**src/rtl/arith_pkg.sv**
```systemverilog
// Shared arithmetic package.
// Holds the serial subtractor FSM encoding, the default slice width and the
// helper that sizes the slice index counter.
package arith_pkg;

    typedef enum logic [1:0] {
        StIdle = 2'd0,
        StCalc = 2'd1,
        StDone = 2'd2
    } sub_state_e;

    localparam int unsigned SliceDefault = 8;

    // Width of a counter able to index nslice slices; never narrower than 1 bit.
    function automatic int unsigned idx_width(input int unsigned nslice);
        return (nslice > 1) ? $clog2(nslice) : 1;
    endfunction

endpackage

```
**src/rtl/ripple_borrow_subtractor.sv**
```systemverilog
// Combinational SLICE-bit subtractor built from a chain of full subtractors.
// Ports:
//   i_a, i_b  : minuend / subtrahend slice
//   i_borrow  : borrow into bit 0
//   o_diff    : i_a - i_b - i_borrow (mod 2^SLICE)
//   o_borrow  : borrow out of the top bit
module ripple_borrow_subtractor #(
    parameter int unsigned SLICE = 8
) (
    input  logic [SLICE-1:0] i_a,
    input  logic [SLICE-1:0] i_b,
    input  logic             i_borrow,
    output logic [SLICE-1:0] o_diff,
    output logic             o_borrow
);

    logic [SLICE:0] chain;

    assign chain[0] = i_borrow;

    for (genvar i = 0; i < SLICE; i++) begin : g_fs
        assign o_diff[i]    = i_a[i] ^ i_b[i] ^ chain[i];
        // Borrow when a=0,b=1, or when a==b and a borrow is already pending.
        assign chain[i+1]   = (~i_a[i] & i_b[i]) | (~(i_a[i] ^ i_b[i]) & chain[i]);
    end

    assign o_borrow = chain[SLICE];

endmodule

```
**src/rtl/serial_subtractor_32.sv**
```systemverilog
// Multi-cycle subtractor: o_diff = i_a - i_b, one SLICE-bit slice per cycle,
// LSB slice first, with the inter-slice borrow held in a register.
// Ports:
//   i_clk, i_rst          : clock, synchronous active-high reset
//   i_valid / o_ready     : operand handshake (accepted only in IDLE)
//   i_a, i_b              : minuend, subtrahend
//   o_valid / i_ready     : result handshake (result held until consumed)
//   o_diff                : difference mod 2^WIDTH
//   o_borrow              : unsigned borrow (a < b)
//   o_zero                : o_diff == 0
//   o_overflow            : signed overflow
// WIDTH must be a multiple of SLICE.
module serial_subtractor_32
    import arith_pkg::*;
#(
    parameter int unsigned WIDTH = 32,
    parameter int unsigned SLICE = SliceDefault
) (
    input  logic             i_clk,
    input  logic             i_rst,
    input  logic             i_valid,
    output logic             o_ready,
    input  logic [WIDTH-1:0] i_a,
    input  logic [WIDTH-1:0] i_b,
    output logic             o_valid,
    input  logic             i_ready,
    output logic [WIDTH-1:0] o_diff,
    output logic             o_borrow,
    output logic             o_zero,
    output logic             o_overflow
);

    localparam int unsigned NSLICE = WIDTH / SLICE;
    localparam int unsigned IW     = idx_width(NSLICE);
    localparam int unsigned MSB    = WIDTH - 1;

    sub_state_e       state_q, state_d;
    logic [WIDTH-1:0] a_q, a_d;
    logic [WIDTH-1:0] b_q, b_d;
    logic [IW-1:0]    idx_q, idx_d;
    logic             borrow_q, borrow_d;
    logic [WIDTH-1:0] diff_q, diff_d;
    logic             borrow_flag_q, borrow_flag_d;
    logic             zero_q, zero_d;
    logic             ovf_q, ovf_d;

    logic [SLICE-1:0] slice_a, slice_b, slice_diff;
    logic             slice_borrow;

    assign slice_a = a_q[idx_q*SLICE +: SLICE];
    assign slice_b = b_q[idx_q*SLICE +: SLICE];

    ripple_borrow_subtractor #(
        .SLICE (SLICE)
    ) u_slice_sub (
        .i_a      (slice_a),
        .i_b      (slice_b),
        .i_borrow (borrow_q),
        .o_diff   (slice_diff),
        .o_borrow (slice_borrow)
    );

    always_comb begin
        state_d       = state_q;
        a_d           = a_q;
        b_d           = b_q;
        idx_d         = idx_q;
        borrow_d      = borrow_q;
        diff_d        = diff_q;
        borrow_flag_d = borrow_flag_q;
        zero_d        = zero_q;
        ovf_d         = ovf_q;

        unique case (state_q)
            StIdle: begin
                if (i_valid) begin
                    a_d      = i_a;
                    b_d      = i_b;
                    idx_d    = '0;
                    borrow_d = 1'b0;
                    state_d  = StCalc;
                end
            end
            StCalc: begin
                diff_d[idx_q*SLICE +: SLICE] = slice_diff;
                borrow_d                     = slice_borrow;
                idx_d                        = idx_q + IW'(1);
                if (idx_q == IW'(NSLICE - 1)) begin
                    state_d       = StDone;
                    // Flags are taken from the fully assembled next-state result so
                    // they are final in the same cycle o_valid rises.
                    borrow_flag_d = slice_borrow;
                    zero_d        = ~|diff_d;
                    ovf_d         = (a_q[MSB] != b_q[MSB]) && (diff_d[MSB] != a_q[MSB]);
                end
            end
            StDone: begin
                if (i_ready) begin
                    state_d = StIdle;
                end
            end
            default: begin
                state_d = StIdle;
            end
        endcase
    end

    always_ff @(posedge i_clk) begin
        if (i_rst) begin
            state_q       <= StIdle;
            a_q           <= '0;
            b_q           <= '0;
            idx_q         <= '0;
            borrow_q      <= 1'b0;
            diff_q        <= '0;
            borrow_flag_q <= 1'b0;
            zero_q        <= 1'b0;
            ovf_q         <= 1'b0;
        end else begin
            state_q       <= state_d;
            a_q           <= a_d;
            b_q           <= b_d;
            idx_q         <= idx_d;
            borrow_q      <= borrow_d;
            diff_q        <= diff_d;
            borrow_flag_q <= borrow_flag_d;
            zero_q        <= zero_d;
            ovf_q         <= ovf_d;
        end
    end

    assign o_ready    = (state_q == StIdle);
    assign o_valid    = (state_q == StDone);
    assign o_diff     = diff_q;
    assign o_borrow   = borrow_flag_q;
    assign o_zero     = zero_q;
    assign o_overflow = ovf_q;

endmodule

```
**config.mk**
```make
export PLATFORM = sky130hd
export DESIGN_NAME = serial_subtractor_32
export DESIGN_NICKNAME = d
export VERILOG_FILES = /design/src/rtl/arith_pkg.sv /design/src/rtl/ripple_borrow_subtractor.sv /design/src/rtl/serial_subtractor_32.sv
export SDC_FILE = /design/constraint.sdc
export NUM_CORES = 1
export LEC_CHECK = 0
export CAP_MARGIN = 15
export CELL_PAD_IN_SITES_DETAIL_PLACEMENT = 0
export CELL_PAD_IN_SITES_GLOBAL_PLACEMENT = 1
export CORE_MARGIN = 5
export CORE_UTILIZATION = 33
export CTS_CLUSTER_SIZE = 16
export DETAILED_ROUTE_END_ITERATION = 8
export GPL_ROUTABILITY_DRIVEN = 1
export MAX_ROUTING_LAYER = met4
export PLACE_DENSITY = 0.85
export SETUP_SLACK_MARGIN = 0.5
export SKIP_LAST_GASP = 1
export SYNTH_ARGS = -nofsm -noshare
export SYNTH_HDL_FRONTEND = slang
export SYNTH_HIERARCHICAL = 1
export SYNTH_SLANG_ARGS = --single-unit
```
**constraint.sdc**
```tcl
create_clock -name i_clk -period 5.45 [get_ports i_clk]
set_input_delay 1.09 -clock i_clk [delete_from_list [all_inputs] [get_ports i_clk]]
set_output_delay 1.09 -clock i_clk [all_outputs]
set_load 0.02 [all_outputs]
```
# After elaboration in Yosys (flattened, before gate mapping)
# Index checks and enable logic that the tools add are counted.
[op_classes]
n_addsub = 2
eq_ne = 8
shifts = 4
mux = 9
bitwise = 56
n_reduce_logical = 9
[ops]
columns = ["operator", "n"]
rows = [
  ["variable part select 32 x 6 -> 8 bit", 2],
  ["negator 5 -> 34 bit", 1],
  ["variable shift 8 x 34 -> 32 bit (first input constant)", 1],
  ["variable part select 8 x 34 -> 32 bit", 1],
  ["bitwise mux 32 bit", 1],
  ["OR reduction 32 bit", 1],
  ["AND 1 bit", 16],
  ["inverter 1 bit", 16],
  ["XOR 1 bit", 16],
  ["two-way mux 2 bit", 4],
  ["OR 1 bit", 8],
  ["one-hot mux 2 bit (3 select lines)", 1],
  ["AND reduction 2 bit", 3],
  ["== test 2 bit (second input constant)", 2],
  ["!= test 2 bit (second input constant)", 2],
  ["one-hot mux 2 bit (2 select lines)", 1],
  ["AND reduction 3 bit", 1],
  ["adder 2 x 1 -> 2 bit (second input constant)", 1],
  ["== test 2 x 1 -> 1 bit (second input constant)", 1],
  ["logical NOT 2 bit", 1],
  ["!= test 1 bit", 2],
  ["!= test 2 x 1 -> 1 bit (second input constant)", 1],
  ["one-hot mux 1 bit (2 select lines)", 1],
  ["nonzero test 2 bit", 1],
  ["3 further kinds", 3],
]
[word_totals]
register_bits = 104
output_inout_bits = 37
word_cells = 97

# Longest topological paths before layout
# Gate-level depths: netlist (run 1).
[depth]
depth_word = 22
ltp_mapped = 17
mapped_depth_nobuf = 16

# By module
# Netlist (run 1), hierarchy kept.
[by_module_without_submodules]
columns = ["mod", "n_inst", "cells_each", "area_each_um2", "seq_area_each_um2"]
rows = [
  ["serial_subtractor_32", 1, 494, 4310.4, 2082.0],
  ["ripple_borrow_subtractor", 1, 26, 227.7, 0.0],
]

# Worst setup path before layout (run 1)
# OpenSTA, ideal clock, no wires.
[synth_path]
path_kind = "flip-flop to flip-flop"
start = "reg idx_q[0]"
end = "reg zero_q, in the netlist o_zero"
t_arrival_ns = 5.111
t_required_ns = 5.363
slack_ns = 0.252
path_stages_with_launch = 18
n_path_buf = 1
synth_period_minus_slack_ns = 5.198
path_cell_list = "dfxtp_1 -> buf_2 -> mux4_2 -> inv_1 -> fa_1 -> inv_1 -> fa_1 -> fa_1 -> fa_1 -> fa_1 -> fa_1 -> fa_1 -> inv_1 -> fa_1 -> nor2_1 -> a211oi_1 -> or4_1 -> o31ai_1"
[synth_between]
elab_chain_cells = 22
word_cells_on_any_way = 61
cone_classes = "1 x add/sub; 1 x eq/ne; 4 x shift; 1 x mux; 51 x bitwise; 3 x reduce/logical"
[synth_rtl]
columns = ["element", "line", "text"]
rows = [
  ["start: declaration", "serial_subtractor_32.sv:40", "logic [IW-1:0] idx_q, idx_d;"],
  ["start signal: assignment", "serial_subtractor_32.sv:123", "idx_q <= idx_d;"],
  ["variable part select 32 x 6 -> 8 bit (*)", "serial_subtractor_32.sv:51", "assign slice_b = b_q[idx_q*SLICE +: SLICE];"],
  ["net slice_b[0]", "serial_subtractor_32.sv:47", "logic [SLICE-1:0] slice_a, slice_b, slice_diff;"],
  ["XOR 1 bit", "ripple_borrow_subtractor.sv:24", "assign chain[i+1] = (~i_a[i] & i_b[i]) | (~(i_a[i] ^ i_b[i]) & chain[i]);"],
  ["inverter 1 bit", "ripple_borrow_subtractor.sv:24", ""],
  ["AND 1 bit", "ripple_borrow_subtractor.sv:24", ""],
  ["OR 1 bit (*)", "ripple_borrow_subtractor.sv:24", ""],
  ["AND 1 bit (*)", "ripple_borrow_subtractor.sv:24", ""],
  ["OR 1 bit (*)", "ripple_borrow_subtractor.sv:24", ""],
  ["[... 8 more ...]", "-", ""],
  ["AND 1 bit (*)", "ripple_borrow_subtractor.sv:24", ""],
  ["OR 1 bit (*)", "ripple_borrow_subtractor.sv:24", ""],
  ["XOR 1 bit (*)", "ripple_borrow_subtractor.sv:22", "assign o_diff[i] = i_a[i] ^ i_b[i] ^ chain[i];"],
  ["net slice_diff[7]", "serial_subtractor_32.sv:47", ""],
  ["variable part select 8 x 34 -> 32 bit (*)", "serial_subtractor_32.sv:85", "diff_d[idx_q*SLICE +: SLICE] = slice_diff;"],
  ["bitwise mux 32 bit (*)", "serial_subtractor_32.sv:85", ""],
  ["OR reduction 32 bit (*)", "serial_subtractor_32.sv:93", "zero_d = ~|diff_d;"],
  ["logical NOT 1 bit (*)", "serial_subtractor_32.sv:93", ""],
  ["end signal: assignment", "serial_subtractor_32.sv:127", "zero_q <= zero_d;"],
  ["end: declaration", "serial_subtractor_32.sv:44", "logic zero_q, zero_d;"],
]
# Mark *: on every way through the listed nets, which the timed path passes. The rest lies on a longest branch.
# A chain may end at the register's enable or synchronous reset.

# Final worst setup path (run 1)
[layout_path]
start = "reg idx_q[0]"
end = "reg ovf_q, in the netlist o_overflow"
[layout_between]
elab_chain_cells = 22
word_cells_on_any_way = 61
cone_classes = "1 x add/sub; 2 x eq/ne; 4 x shift; 1 x mux; 51 x bitwise; 2 x reduce/logical"
[layout_rtl]
columns = ["element", "line", "text"]
rows = [
  ["variable part select 32 x 6 -> 8 bit (*)", "serial_subtractor_32.sv:51", ""],
  ["net slice_b[0]", "serial_subtractor_32.sv:47", ""],
  ["XOR 1 bit", "ripple_borrow_subtractor.sv:24", ""],
  ["inverter 1 bit", "ripple_borrow_subtractor.sv:24", ""],
  ["AND 1 bit", "ripple_borrow_subtractor.sv:24", ""],
  ["OR 1 bit (*)", "ripple_borrow_subtractor.sv:24", ""],
  ["AND 1 bit (*)", "ripple_borrow_subtractor.sv:24", ""],
  ["OR 1 bit (*)", "ripple_borrow_subtractor.sv:24", ""],
  ["[... 8 more ...]", "-", ""],
  ["AND 1 bit (*)", "ripple_borrow_subtractor.sv:24", ""],
  ["OR 1 bit (*)", "ripple_borrow_subtractor.sv:24", ""],
  ["XOR 1 bit (*)", "ripple_borrow_subtractor.sv:22", ""],
  ["net slice_diff[7]", "serial_subtractor_32.sv:47", ""],
  ["variable part select 8 x 34 -> 32 bit (*)", "serial_subtractor_32.sv:85", ""],
  ["bitwise mux 32 bit (*)", "serial_subtractor_32.sv:85", ""],
  ["!= test 1 bit (*)", "serial_subtractor_32.sv:94", "ovf_d = (a_q[MSB] != b_q[MSB]) && (diff_d[MSB] != a_q[MSB]);"],
  ["logical AND 1 bit (*)", "serial_subtractor_32.sv:94", ""],
  ["end signal: assignment", "serial_subtractor_32.sv:128", "ovf_q <= ovf_d;"],
  ["end: declaration", "serial_subtractor_32.sv:45", "logic ovf_q, ovf_d;"],
]
# Marks and branches as above.

==> flow_metrics.env, run 1 <==
export IMPL_port_buffers=104
export IMPL_num_antenna_cells=0
export IMPL_fp_row_count=42
export IMPL_pwr_share_clk_pct=33.9
export IMPL_fin_total_pwr_mw=1.79
export IMPL_placed_cells=769
export IMPL_place_congestion=0.908
export IMPL_drt_iter0_drc=314
export IMPL_dp_hpwl_um=9190
export IMPL_swShare_pct=28.4
export IMPL_cts_sinks=104
export IMPL_hp_class="reg2reg"
export IMPL_setup_viol=0
export IMPL_maxCapViolCount=0
export IMPL_critPathLaunch="idx_q[0]"
export IMPL_antenna_found_initial=0
export IMPL_r2r_end="o_overflow"
export IMPL_rsz0062_at_grt="no"
export IMPL_p_int_mw=1.28
export IMPL_synth_edf_count=0
export IMPL_clock_path_buffers=2
export IMPL_numCtsBuffers=9
export IMPL_path_depth=16
export IMPL_fin_tns_setup_ns=0
export IMPL_yosysMostFrequentCell="nand2_1"
export IMPL_crit_chain="mux4_2, inv_1, fa_1, inv_1, fa_1, fa_2, fa_2, fa_2, fa_2, fa_1, inv_1, fa_2, buf_4, a31oi_1, mux2i_1, a311oi_1"
export IMPL_routed_wl_um=12300
export IMPL_syn_inst=520
export IMPL_start_util_pct=34.0
export IMPL_r2r_start="idx_q[0]"
export IMPL_power_switching_mw=0.510
export IMPL_hold_viol_final=0
export IMPL_dieArea_um2=16200
export IMPL_clk_pin_slew_ns=0.07
export IMPL_die_x_um=127
export IMPL_cts_root_buf="clkbuf_16"
export IMPL_regToRegSetupSlack_ns=0.69
export IMPL_end_kind="flip-flop"
export IMPL_fin_worst_skew_ns=0.00903
export IMPL_grt_max_degree=106
export IMPL_ys_seq_elements=104
export IMPL_hold_buffers=0
export IMPL_ioPinCount=105
export IMPL_wl_per_cell_um=15.5
export IMPL_grt_pass1_vias=4092
export IMPL_fin_nets=691
export IMPL_crit_fanout=5
export IMPL_critPathKind="reg2reg"
export IMPL_yosysWarnings=6
export IMPL_slowest_delay_ns=0.50
export IMPL_grt_pass1_wl_um=19900
export IMPL_cpLargestDelayFamily="adder cells"
export IMPL_track_usage_pct=15.5
export IMPL_power_leakage_nw=2.21
export IMPL_drv_slew=0
export IMPL_synth_area_um2=4540
export IMPL_min_period_ns=4.76
export IMPL_syn2layout_area_growth_pct=33.0
export IMPL_drc=0
export IMPL_synth_seq_area_share_pct=45.9
export IMPL_vias=3950
export IMPL_seqPwrFrac_pct=45.8
export IMPL_ys_types=39
export IMPL_synth_common_cells="137 x nand2_1, 104 x dfxtp_1, 75 x a21oi_1, 37 x nor2_1, 31 x a22oi_1"
export IMPL_insertion_delay_ns=0.35
export IMPL_status="finished, final reports clean"
export IMPL_irDropWorstVdd_v=0.000142
export IMPL_core_area_um2=13300
export IMPL_crit_required_ns=5.63
export IMPL_fin_cells=790
export IMPL_avgSynthCellArea_um2=8.73
export IMPL_ys_top_cells_by_area="dfxtp_1 46%, nand2_1 11%, a21oi_1 8.3%"
export IMPL_startpoint_type="flip-flop"
export IMPL_comb_power_share_pct=20.3
export IMPL_r2r_cells=16
export IMPL_grt_overflow_total=0
export IMPL_path_buf_inv=4
export IMPL_max_freq_mhz=210
export IMPL_path_common_cell="fa_2"
export IMPL_fin_crit_sh_pct=87.4
export IMPL_drt_pass1_iter_count=4
export IMPL_avgViaCountPerCell=5.00
export IMPL_synth_fp_nets=602
export IMPL_drive_gt1_share_pct=8.79
export IMPL_cts_tree="built"
export IMPL_synth_top_cell_by_area="dfxtp_1"
export IMPL_tightest_slew_ns=1.03
export IMPL_ys_flop_type="dfxtp_1"
export IMPL_postLayoutCoreUtil_pct=45.2
export IMPL_synth_top_area_share_pct=45.9
export IMPL_async_flop_share_pct=0
export IMPL_htreeDepth=3
export IMPL_slew_headroom_pct=31.3
export IMPL_p_per_area_nw_per_um2=297
export IMPL_drtAntennaViolNets=0
export IMPL_endpoint="o_overflow"
export IMPL_die_h_um=127
export IMPL_cp_slowest_cell="mux4_2"
export IMPL_arrival_ns=4.94
==> tightest hold or removal path, delay by kind of cell (launching register included) <==
kind / cells / cell delay (ns)
flip-flops: 1 / 0.31
AND/OR/NAND/NOR: 1 / 0.05
AO/OA/AOI/OAI: 1 / 0.05
==> sequential cells by signal, summed over array words and instances, names as in the netlist <==
| signal | cells |
|---|---|
| b_q | 32 |
| o_zero | 1 |
| borrow_q | 1 |
| a_q | 32 |
| state_q | 2 |
| o_borrow | 1 |
| o_overflow | 1 |
| idx_q | 2 |
| o_diff | 32 |
==> layer usage <==
metal	routed length, µm	part of all wire [%]	track usage (%)
met3	621	5.1	2.42
met4	150	1.2	5.49
met1	5390	44	19.5
met2	6120	50	25.3
met5	0	0	-
==> cells in the final DEF, fill, tap and decap left out, drive strengths merged, types with 2 or more instances in the layout <==
| cell type | count |
|---|---|
| a211oi | 3 |
| a21oi | 75 |
| a22oi | 31 |
| and2 | 3 |
| and3 | 2 |
| buf | 10 |
| clkbuf | 11 |
| clkdlybuf4s50 | 103 |
| clkinv | 3 |
| dfxtp | 104 |
| fa | 8 |
| ha | 6 |
| inv | 23 |
| mux4 | 16 |
| nand2 | 137 |
| nand2b | 3 |
| nand3 | 4 |
| nand3b | 3 |
| nor2 | 37 |
| nor2b | 6 |
| nor3 | 4 |
| nor4 | 4 |
| or4 | 3 |
==> cell families after synthesis <==
group                    count (synthesis)  share of synthesized area [%]
flip-flops                             104                           45.9
AND/OR/NAND/NOR                        211                           20.2
multiplexers                            17                           8.16
AO/OA/AOI/OAI                          118                           15.4
buffers and inverters                   56                           5.10
adder cells (fa/ha/maj)                 14                           5.18
==> power groups by stage <==
stage                     Combinational [mW]  Clock, mW  Sequential [mW]
after global routing                   0.401      0.648            0.826
after detailed placement               0.343          0            0.840
after CTS                              0.351      0.619            0.822
final                                  0.363      0.608            0.822
after floorplan                        0.209          0            0.837
after global placement                 0.337          0            0.838
==> how the worst min path moves through the flow <==
stage	from	end	slack [ns]	cells after the start
floorplan	a_q[16]	a_q[16]	0.43	2
global placement	a_q[1]	a_q[1]	0.44	2
detailed placement	a_q[4]	a_q[4]	0.45	2
CTS	b_q[29]	b_q[29]	0.46	2
global route	a_q[4]	a_q[4]	0.48	2
finish	a_q[4]	a_q[4]	0.46	2
==> stage by stage <==
| step | setup WS, ns | hold WS (ns) | area [µm²] |
|---|---|---|---|
| after floorplan | 0.509 | 0.433 | 4550 |
| after global placement | 0.414 | 0.442 | 5680 |
| after detailed placement | 0.372 | 0.448 | 5680 |
| after CTS | 0.518 | 0.457 | 5990 |
| after global routing | 0.506 | 0.479 | 6030 |
| final | 0.688 | 0.456 | 6030 |
==> repair_timing <==
item                                    in CTS  in global routing
buffers inserted                             3                  1
cloned                                       0                  0
endpoints found under the setup margin       1                  2
resized for setup                            1                  5
pin swaps                                    1                  3
hold endpoints to repair                     0                  0
==> layout make-up <==
cell class	instances	area (µm²)
clock inverter	5	40.0
clock buffer	11	243
fill	1326	7310
timing repair buffer	113	1120
inverter	21	78.8
multi-input combinational	360	2250
tap	176	220
sequential	104	2090
Note: power is estimated with default switching activity, not from simulation.
==> run 2: changes to the inputs <==
--- a/config.mk
+++ b/config.mk
@@ -5,13 +5,15 @@
 export SDC_FILE = /design/constraint.sdc
 export NUM_CORES = 1
 export LEC_CHECK = 0
+export ABC_AREA = 1
 export CAP_MARGIN = 15
 export CELL_PAD_IN_SITES_DETAIL_PLACEMENT = 0
 export CELL_PAD_IN_SITES_GLOBAL_PLACEMENT = 1
 export CORE_MARGIN = 5
-export CORE_UTILIZATION = 33
+export CORE_UTILIZATION = 40
 export CTS_CLUSTER_SIZE = 16
 export DETAILED_ROUTE_END_ITERATION = 8
+export DONT_BUFFER_PORTS = 1
 export GPL_ROUTABILITY_DRIVEN = 1
 export MAX_ROUTING_LAYER = met4
 export PLACE_DENSITY = 0.85
==> flow_metrics.env, run 2 <==
export IMPL_antenna_found_initial=0
export IMPL_dieArea_um2=15300
export IMPL_tightest_slew_ns=1.01
export IMPL_synth_top_cell_by_area="dfxtp_1"
export IMPL_drive_gt1_share_pct=6.81
export IMPL_ys_top_cells_by_area="dfxtp_1 40%, nor2_1 17%, o21ai_0 9.7%"
export IMPL_cts_root_buf="clkbuf_16"
export IMPL_slew_headroom_pct=32.8
export IMPL_hp_class="reg2reg"
export IMPL_grt_pass1_vias=4469
export IMPL_synth_seq_area_share_pct=40.1
export IMPL_startpoint_type="flip-flop"
export IMPL_fin_crit_sh_pct=86.7
export IMPL_layout_common_cells="229 x nor2_1, 102 x dfxtp_1, 99 x inv_1"
export IMPL_die_x_um=124
export IMPL_avgViaCountPerCell=4.97
export IMPL_final_common_cell="nor2_1"
export IMPL_fin_tns_setup_ns=0
export IMPL_max_freq_mhz=212
export IMPL_crit_fanout=8
export IMPL_num_antenna_cells=0
export IMPL_drc=0
export IMPL_synth_fp_nets=863
export IMPL_hold_buffers=0
export IMPL_ys_seq_elements=104
export IMPL_die_h_um=124
export IMPL_fp_row_count=41
export IMPL_cp_slowest_cell="fa_2"
export IMPL_start_util_pct=40.9
export IMPL_yosysWarnings=6
export IMPL_arrival_ns=5.03
export IMPL_track_usage_pct=19.4
export IMPL_ioPinCount=105
export IMPL_cts_tree="built"
export IMPL_ys_flop_type="dfxtp_1"
export IMPL_critPathKind="reg2reg"
export IMPL_clk_pin_slew_ns=0.07
export IMPL_power_leakage_nw=2.64
export IMPL_grt_max_degree=95
export IMPL_clock_path_buffers=2
export IMPL_numCtsBuffers=9
export IMPL_drt_iter0_drc=293
export IMPL_min_period_ns=4.72
export IMPL_rsz0062_at_grt="no"
export IMPL_port_buffers=0
export IMPL_cts_sinks=104
export IMPL_htreeDepth=3
export IMPL_synth_area_um2=5190
export IMPL_drtAntennaViolNets=0
export IMPL_wl_per_cell_um=15.1
export IMPL_fin_worst_skew_ns=0.00825
export IMPL_p_per_area_nw_per_um2=377
export IMPL_postLayoutCoreUtil_pct=45.2
export IMPL_avgSynthCellArea_um2=6.64
export IMPL_place_congestion=0.896
export IMPL_maxCapViolCount=0
export IMPL_core_area_um2=12700
export IMPL_drt_pass1_iter_count=4
export IMPL_vias=4650
export IMPL_dp_hpwl_um=10700
export IMPL_syn_inst=781
export IMPL_grt_overflow_total=0
export IMPL_grt_pass1_wl_um=22300
export IMPL_fin_nets=841
export IMPL_path_common_cell="fa_2"
export IMPL_ys_types=24
export IMPL_crit_required_ns=5.75
export IMPL_synth_edf_count=0
export IMPL_drv_slew=0
export IMPL_async_flop_share_pct=0
export IMPL_fin_cells=936
export IMPL_setup_viol=0
export IMPL_routed_wl_um=14200
export IMPL_hold_viol_final=0
export IMPL_synth_top_area_share_pct=40.1
export IMPL_crit_chain="clkinvlp_4, buf_6, o21ai_0, o22ai_1, fa_2, inv_1, fa_1, fa_2, fa_2, fa_2, fa_2, fa_1, inv_1, fa_2, nand3_2, nor2_1, nor2_1, nand2_1, nor2_1, nand2_1, nor2_1, nand2_1, a21oi_2"
export IMPL_placed_cells=916
export IMPL_insertion_delay_ns=0.36
export IMPL_yosysMostFrequentCell="nor2_1"
export IMPL_irDropWorstVdd_v=0.000156
export IMPL_syn2layout_area_growth_pct=10.5
export IMPL_status="finished, final reports clean"
export IMPL_end_kind="flip-flop"
export IMPL_slowest_delay_ns=0.47
export IMPL_synth_common_cells="230 x nor2_1, 104 x dfxtp_1, 102 x inv_1, 100 x o21ai_0, 96 x nand2_1"
[run 2: area by class of cell]
cell class                 instances  area, µm²
tap                              172        215
fill                            1349       6940
multi-input combinational        526       2540
clock buffer                      11        253
sequential                       104       2090
clock inverter                     5        103
inverter                         107        405
timing repair buffer              11        129
[run 2: worst paths after layout]
check | startpoint | to | slack (ns) | cells after the start
worst max register to register | idx_q[0] | o_zero | 0.73 | 23
worst min register to register | borrow_q | borrow_q | 0.46 | 2
worst min-delay path | borrow_q | borrow_q | 0.46 | 2
worst max-delay path | idx_q[0] | o_zero | 0.73 | 23
[run 2: logic make-up after synthesis]
kind of cell | Yosys count | synth area share (%)
buf+inv | 151 | 11.4
compound gates | 157 | 17.1
fa+ha+maj | 14 | 4.54
flops | 104 | 40.1
simple gates | 355 | 26.8
[run 2: per-layer routing]
layer | vias to the layer above | global-route usage [%] | routed length (µm)
met5 | - | - | 0
met3 | 24 | 5.68 | 693
met2 | 95 | 31.3 | 6720
met4 | 0 | 5.67 | 243
met1 | 2120 | 23.7 | 6500
li1 | 2411 | - | -
[run 2: repair_timing]
| item | 4_1_cts | 5_1_grt |
|---|---|---|
| pin swaps | 0 | 3 |
| gates resized for setup | 1 | 17 |
| cloned | 0 | 1 |
| setup buffers | 0 | 2 |
| endpoints found under the setup margin | 1 | 5 |
[run 2: critical path: cells and delay by family (launching register included)]
kind	cells	cell delay (ns)
flops	1	0.37
fa+ha+maj	8	2.86
simple gates	8	0.69
buf+inv	4	0.39
compound gates	3	0.34
[run 2: per-stage QoR]
step	power [mW]	setup WS, ns	hold WS (ns)	instance area (µm²)
floorplan	1.26	0.526	0.439	5190
global placement	1.38	0.580	0.450	5270
detailed placement	1.39	0.476	0.455	5270
CTS	2.15	0.526	0.465	5630
global route	2.28	0.514	0.483	5730
finish	2.16	0.726	0.462	5730
[run 2: power breakdown]
group | switching, mW | leakage (nW) | total (mW) | internal, mW
clock network | 0.290 | 0.172 | 0.763 | 0.473
logic | 0.319 | 1.61 | 0.489 | 0.170
registers | 0.0810 | 0.861 | 0.908 | 0.827
==> run 3: changes to the inputs <==
--- a/config.mk
+++ b/config.mk
@@ -9,7 +9,6 @@
 export CAP_MARGIN = 15
 export CELL_PAD_IN_SITES_DETAIL_PLACEMENT = 0
 export CELL_PAD_IN_SITES_GLOBAL_PLACEMENT = 1
-export CORE_MARGIN = 5
 export CORE_UTILIZATION = 40
 export CTS_CLUSTER_SIZE = 16
 export DETAILED_ROUTE_END_ITERATION = 8
==> flow_metrics.env, run 3 (synthesis results as in run 2) <==
export IMPL_die_x_um=116
export IMPL_antenna_found_initial=0
export IMPL_fin_cells=936
export IMPL_postLayoutCoreUtil_pct=44.7
export IMPL_r2r_end="o_zero"
export IMPL_hold_viol_final=0
export IMPL_hp_class="reg2reg"
export IMPL_clock_path_buffers=2
export IMPL_irDropWorstVdd_v=0.000215
export IMPL_grt_pass1_vias=4332
export IMPL_ioPinCount=105
export IMPL_max_freq_mhz=212
export IMPL_fillCellCount=1348
export IMPL_syn2layout_area_growth_pct=8.85
export IMPL_pre_cts_slack_ns=0.351
export IMPL_layout_common_cells="229 x nor2_1, 102 x dfxtp_1, 99 x o21ai_0"
export IMPL_drv_slew=0
export IMPL_numCtsBuffers=9
export IMPL_avgViaCountPerCell=4.95
export IMPL_setup_ws_ns=0.739
export IMPL_cts_tree="built"
export IMPL_crit_required_ns=5.74
export IMPL_grt_overflow_total=0
export IMPL_crit_chain="buf_12, o21ai_0, o22ai_1, fa_2, inv_1, fa_1, fa_2, fa_1, fa_2, fa_2, fa_2, inv_2, fa_2, nand3_2, nor2_1, nor2_1, nand2_1, nor2_1, nand2_1, nor2_1, nand2_1, a21oi_2"
export IMPL_wl_per_cell_um=14.1
export IMPL_dp_hpwl_um=9840
export IMPL_grt_max_degree=95
export IMPL_r2r_start="idx_q[0]"
export IMPL_grt_pass1_wl_um=21300
export IMPL_start_util_pct=41.1
export IMPL_drtAntennaViolNets=0
export IMPL_setup_viol=0
export IMPL_cp_slowest_cell="fa_2"
export IMPL_routed_wl_um=13200
export IMPL_min_period_ns=4.71
export IMPL_maxCapViolCount=0
export IMPL_fp_row_count=41
export IMPL_drive_gt1_share_pct=6.94
export IMPL_p_per_area_nw_per_um2=353
export IMPL_arrival_ns=5.00
export IMPL_tightest_slew_ns=0.981
export IMPL_endpoint="o_zero"
export IMPL_htreeDepth=3
export IMPL_fin_worst_skew_ns=0.00977
export IMPL_critPathKind="reg2reg"
export IMPL_dieArea_um2=13400
export IMPL_cts_root_buf="clkbuf_16"
export IMPL_vias=4631
export IMPL_num_antenna_cells=0
export IMPL_end_kind="flip-flop"
export IMPL_drt_iter0_drc=198
export IMPL_track_usage_pct=21.5
export IMPL_drt_pass1_iter_count=5
export IMPL_placed_cells=917
export IMPL_power_leakage_nw=2.61
export IMPL_rsz0062_at_grt="no"
export IMPL_core_area_um2=12600
export IMPL_cts_sinks=104
export IMPL_startpoint_type="flip-flop"
export IMPL_clk_pin_slew_ns=0.07
export IMPL_insertion_delay_ns=0.36
export IMPL_fin_crit_sh_pct=86.4
export IMPL_path_common_cell="fa_2"
export IMPL_drc=0
export IMPL_fin_total_pwr_mw=1.99
export IMPL_slew_headroom_pct=34.5
export IMPL_fin_nets=842
export IMPL_r2r_cells=22
export IMPL_critPathLaunch="idx_q[0]"
export IMPL_slowest_delay_ns=0.47
export IMPL_port_buffers=0
export IMPL_die_h_um=116
export IMPL_final_common_cell="nor2_1"
export IMPL_fin_tns_setup_ns=0
export IMPL_regToRegSetupSlack_ns=0.74
export IMPL_crit_fanout=23
export IMPL_status="finished, final reports clean"
export IMPL_place_congestion=0.948
run 3: cell count changes in the layout (fill, tap and decap cells not counted), sizes merged:
cell      before  now
clkinv         2    5
bufinv         3    0
clkinvlp       2    1
bufbuf         0    1
inv          105  107
buf           10   11
clkbuf        12    9
run 3: through the flow:
step | hold WS [ns] | cell area [µm²]
floorplan | 0.439 | 5190
global placement | 0.447 | 5280
detailed placement | 0.463 | 5280
CTS | 0.474 | 5620
global route | 0.504 | 5650
finish | 0.478 | 5650
run 3: worst max-delay path: cells and delay by family, from the launching register on:
kind	cells	cell delay (ns)
compound gates	3	0.43
fa+ha+maj	8	2.85
buf+inv	3	0.27
flops	1	0.39
simple gates	8	0.69
run 3: where the power goes:
group          leakage [nW]  internal (mW)  switching [mW]  total (mW)
clock network         0.137          0.310           0.289       0.599
logic                  1.61          0.169           0.319       0.488
registers             0.861          0.827          0.0771       0.904
total                  2.61           1.31           0.685        1.99
run 3: worst min path at each step:
stage,depth (start not counted),startpoint,endpoint,slack (ns)
after global placement,2,borrow_q,borrow_q,0.45
final,2,borrow_q,borrow_q,0.48
after detailed placement,2,borrow_q,borrow_q,0.46
after global routing,2,borrow_q,borrow_q,0.50
after CTS,2,borrow_q,borrow_q,0.47
after floorplan,2,borrow_q,borrow_q,0.44
run 3: cell type report:
type	instances	area, µm²	area share, %
well taps	172	215	3.81
clock inverters	6	43.8	0.776
inverters	107	405	7.18
repair buffers	12	128	2.26
clock buffers	9	225	3.99
multi-input cells	526	2540	45.0
flip-flops and latches	104	2090	37.0
run 3: what timing repair did:
| item | in CTS | in global routing |
|---|---|---|
| hold buffers | 0 | 0 |
| gates resized for setup | 5 | 12 |
| endpoints found under the setup margin | 1 | 4 |
| pin swaps | 0 | 4 |
| buffers inserted | 3 | 0 |
| gates cloned | 1 | 0 |
| endpoints found under the hold margin | 0 | 0 |
run 3: layer usage:
layer	share of wire, %	GRT usage [%]
met1	45	25.5
met2	49	35.6
met3	4.3	5.23
met4	2.2	7.44
met5	0	-
==> RTL edit: new RTL, settings of run 1 <==
The 3 states of `sub_state_e` get a one-hot encoding in 3 bits.
--- a/src/rtl/arith_pkg.sv
+++ b/src/rtl/arith_pkg.sv
@@ -4,8 +4,8 @@
 package arith_pkg;
 
-    typedef enum logic [1:0] {
-        StIdle = 2'd0,
-        StCalc = 2'd1,
-        StDone = 2'd2
+    typedef enum logic [2:0] {
+        StIdle = 3'b001,
+        StCalc = 3'b010,
+        StDone = 3'b100
     } sub_state_e;
 
Behaviour: no difference found for any inputs over 10 cycles, from zero or initial values and one cycle with i_rst high; not proved beyond that.
==> RTL edit against run 1 <==
  * Worst setup slack got worse by 0.011 ns
  * Routed wire length shrank 0.15%
  * Sequential power hardly changed
  * Total power is 3.1% lower
  * Sequential cell count is 1 higher
  * Non-clock buffer count down 3
  * Design area grew 1.5%
  * Global-route usage increased by 0.45 points
  * Area after synthesis grew 0.41%
  * Highest routed layer unchanged
==> RTL edit: results (changes against run 1) <==
met2_usage_pct: 27.0  # +1.7 points
wl_per_cell_um: 15.3  # -1.4%
synth_commonest_cells: "nand2_1, dfxtp_1, a21oi_1"
net-switching-power_w: 0.000459  # -9.8%
buf_share_pct: 18.5  # -0.035 points
globalRouteMet1Util_pct: 19.3  # -0.17 points
area_share_clock_buf_inv_pct: 4.96  # +0.28 points
drive_above_1_share_pct: 9.19  # +0.40 points
synth-seq-cells: 105  # +0.96%
cts_max_level: 3  # unchanged
grt_use_met3_pct: 3.80  # +1.4 points
finalNetCount: 697  # +0.87%
multi_input_area_share_pct: 37.1  # -0.11 points
status: "completed"
wl_met3_um: 615  # -0.97%
skew_ns: 0.00913  # +0.000107 ns
drt_iter0_markers: 323  # +2.9%
dr.pass1.iters: 5  # +1
ys_seq_area_share_pct: 46.1  # +0.25 points
grt_max_degree: 107  # +0.94%
post-dp-hpwl_mm: 8.98  # -2.3%
n_all_buffers: 110  # -2.7%
grt.total_usage_pct: 15.9  # +0.45 points
antennaDiodeCount: 0  # unchanged
fillers: 1345  # +1.4%
postCtsSetupBuffers: 0  # -3
gp_congestion: 0.839  # -7.6%
timing.final.crit_share_pct: 87.6  # +0.20 points
synth.area.top_cells: "dfxtp_1, nand2_1, a21oi_1, mux4_2, a22oi_1"
place_ws_ns: 0.516  # +0.145 ns
seq_area_um2: 2110  # +0.96%
avgViaCountPerCell: 5.04  # +0.72%
yosysUniqueCellTypes: 42  # +7.7%
grt_pass1_wl_mm: 20.3  # +2.0%
vdd_ir_drop_max_uv: 158  # +11%
route.met2.wl_mm: 6.23  # +1.9%
r2r_cells: 16  # unchanged
max_slew.worst_pin.slew_ns: 1.03  # -0.00473 ns
largest_cell_class: "multi-input combinational cells"
nClkBuffers: 10  # -1
multi_input_gates: 367  # +1.9%
grt_pass1_vias: 4119  # +0.66%
wl_met1_mm: 5.26  # -2.5%
leakagePower_nw: 2.15  # -2.5%
-- RTL edit: cell types whose count changed in the layout (fill, tap and decap cells not counted), moves of 2 or more --
| cell | run 1 | this run |
|---|---|---|
| nand2_1 | 136 | 141 |
| nor2_1 | 36 | 41 |
| nor3b_1 | 1 | 3 |
| nor2b_1 | 6 | 0 |
| nand2b_1 | 3 | 1 |
| or4_1 | 3 | 1 |
| inv_2 | 0 | 2 |
| nor4_2 | 2 | 0 |
| nor4_1 | 2 | 6 |
| buf_4 | 9 | 4 |
-- RTL edit: worst paths after layout --
path                              endpoint  slack (ns)      from
worst min-delay path               b_q[14]        0.46   b_q[14]
worst max-delay path            o_overflow        0.68  idx_q[0]
worst max register to register  o_overflow        0.68  idx_q[0]
worst min register to register     b_q[14]        0.46   b_q[14]
-- RTL edit: cells by family (layout without fill, tap and decap cells) --
kind of cell    count (synthesis)  after routing  synth area share (%)
simple gates                  218            218                  20.6
mux                            17             17                  8.13
flops                         105            105                  46.1
buf+inv                        56            148                  4.67
compound gates                118            118                  15.3
fa+ha+maj                      14             14                  5.16
-- RTL edit: stage by stage --
step | instances | power [W] | cell area, µm²
global route | 800 | 0.00182 | 6130
floorplan | 528 | 0.000983 | 4600
global placement | 781 | 0.00109 | 5760
CTS | 798 | 0.00175 | 6090
finish | 800 | 0.00174 | 6130
detailed placement | 781 | 0.00110 | 5760
-- RTL edit: power by group through the flow --
stage | combinational [W] | clock, W | sequential [W]
6_report | 0.000261 | 0.000655 | 0.000822
5_1_grt | 0.000291 | 0.000700 | 0.000825
4_1_cts | 0.000259 | 0.000667 | 0.000822
3_5_place_dp | 0.000256 | 0 | 0.000840
3_3_place_gp | 0.000252 | 0 | 0.000838
2_1_floorplan | 0.000149 | 0 | 0.000834
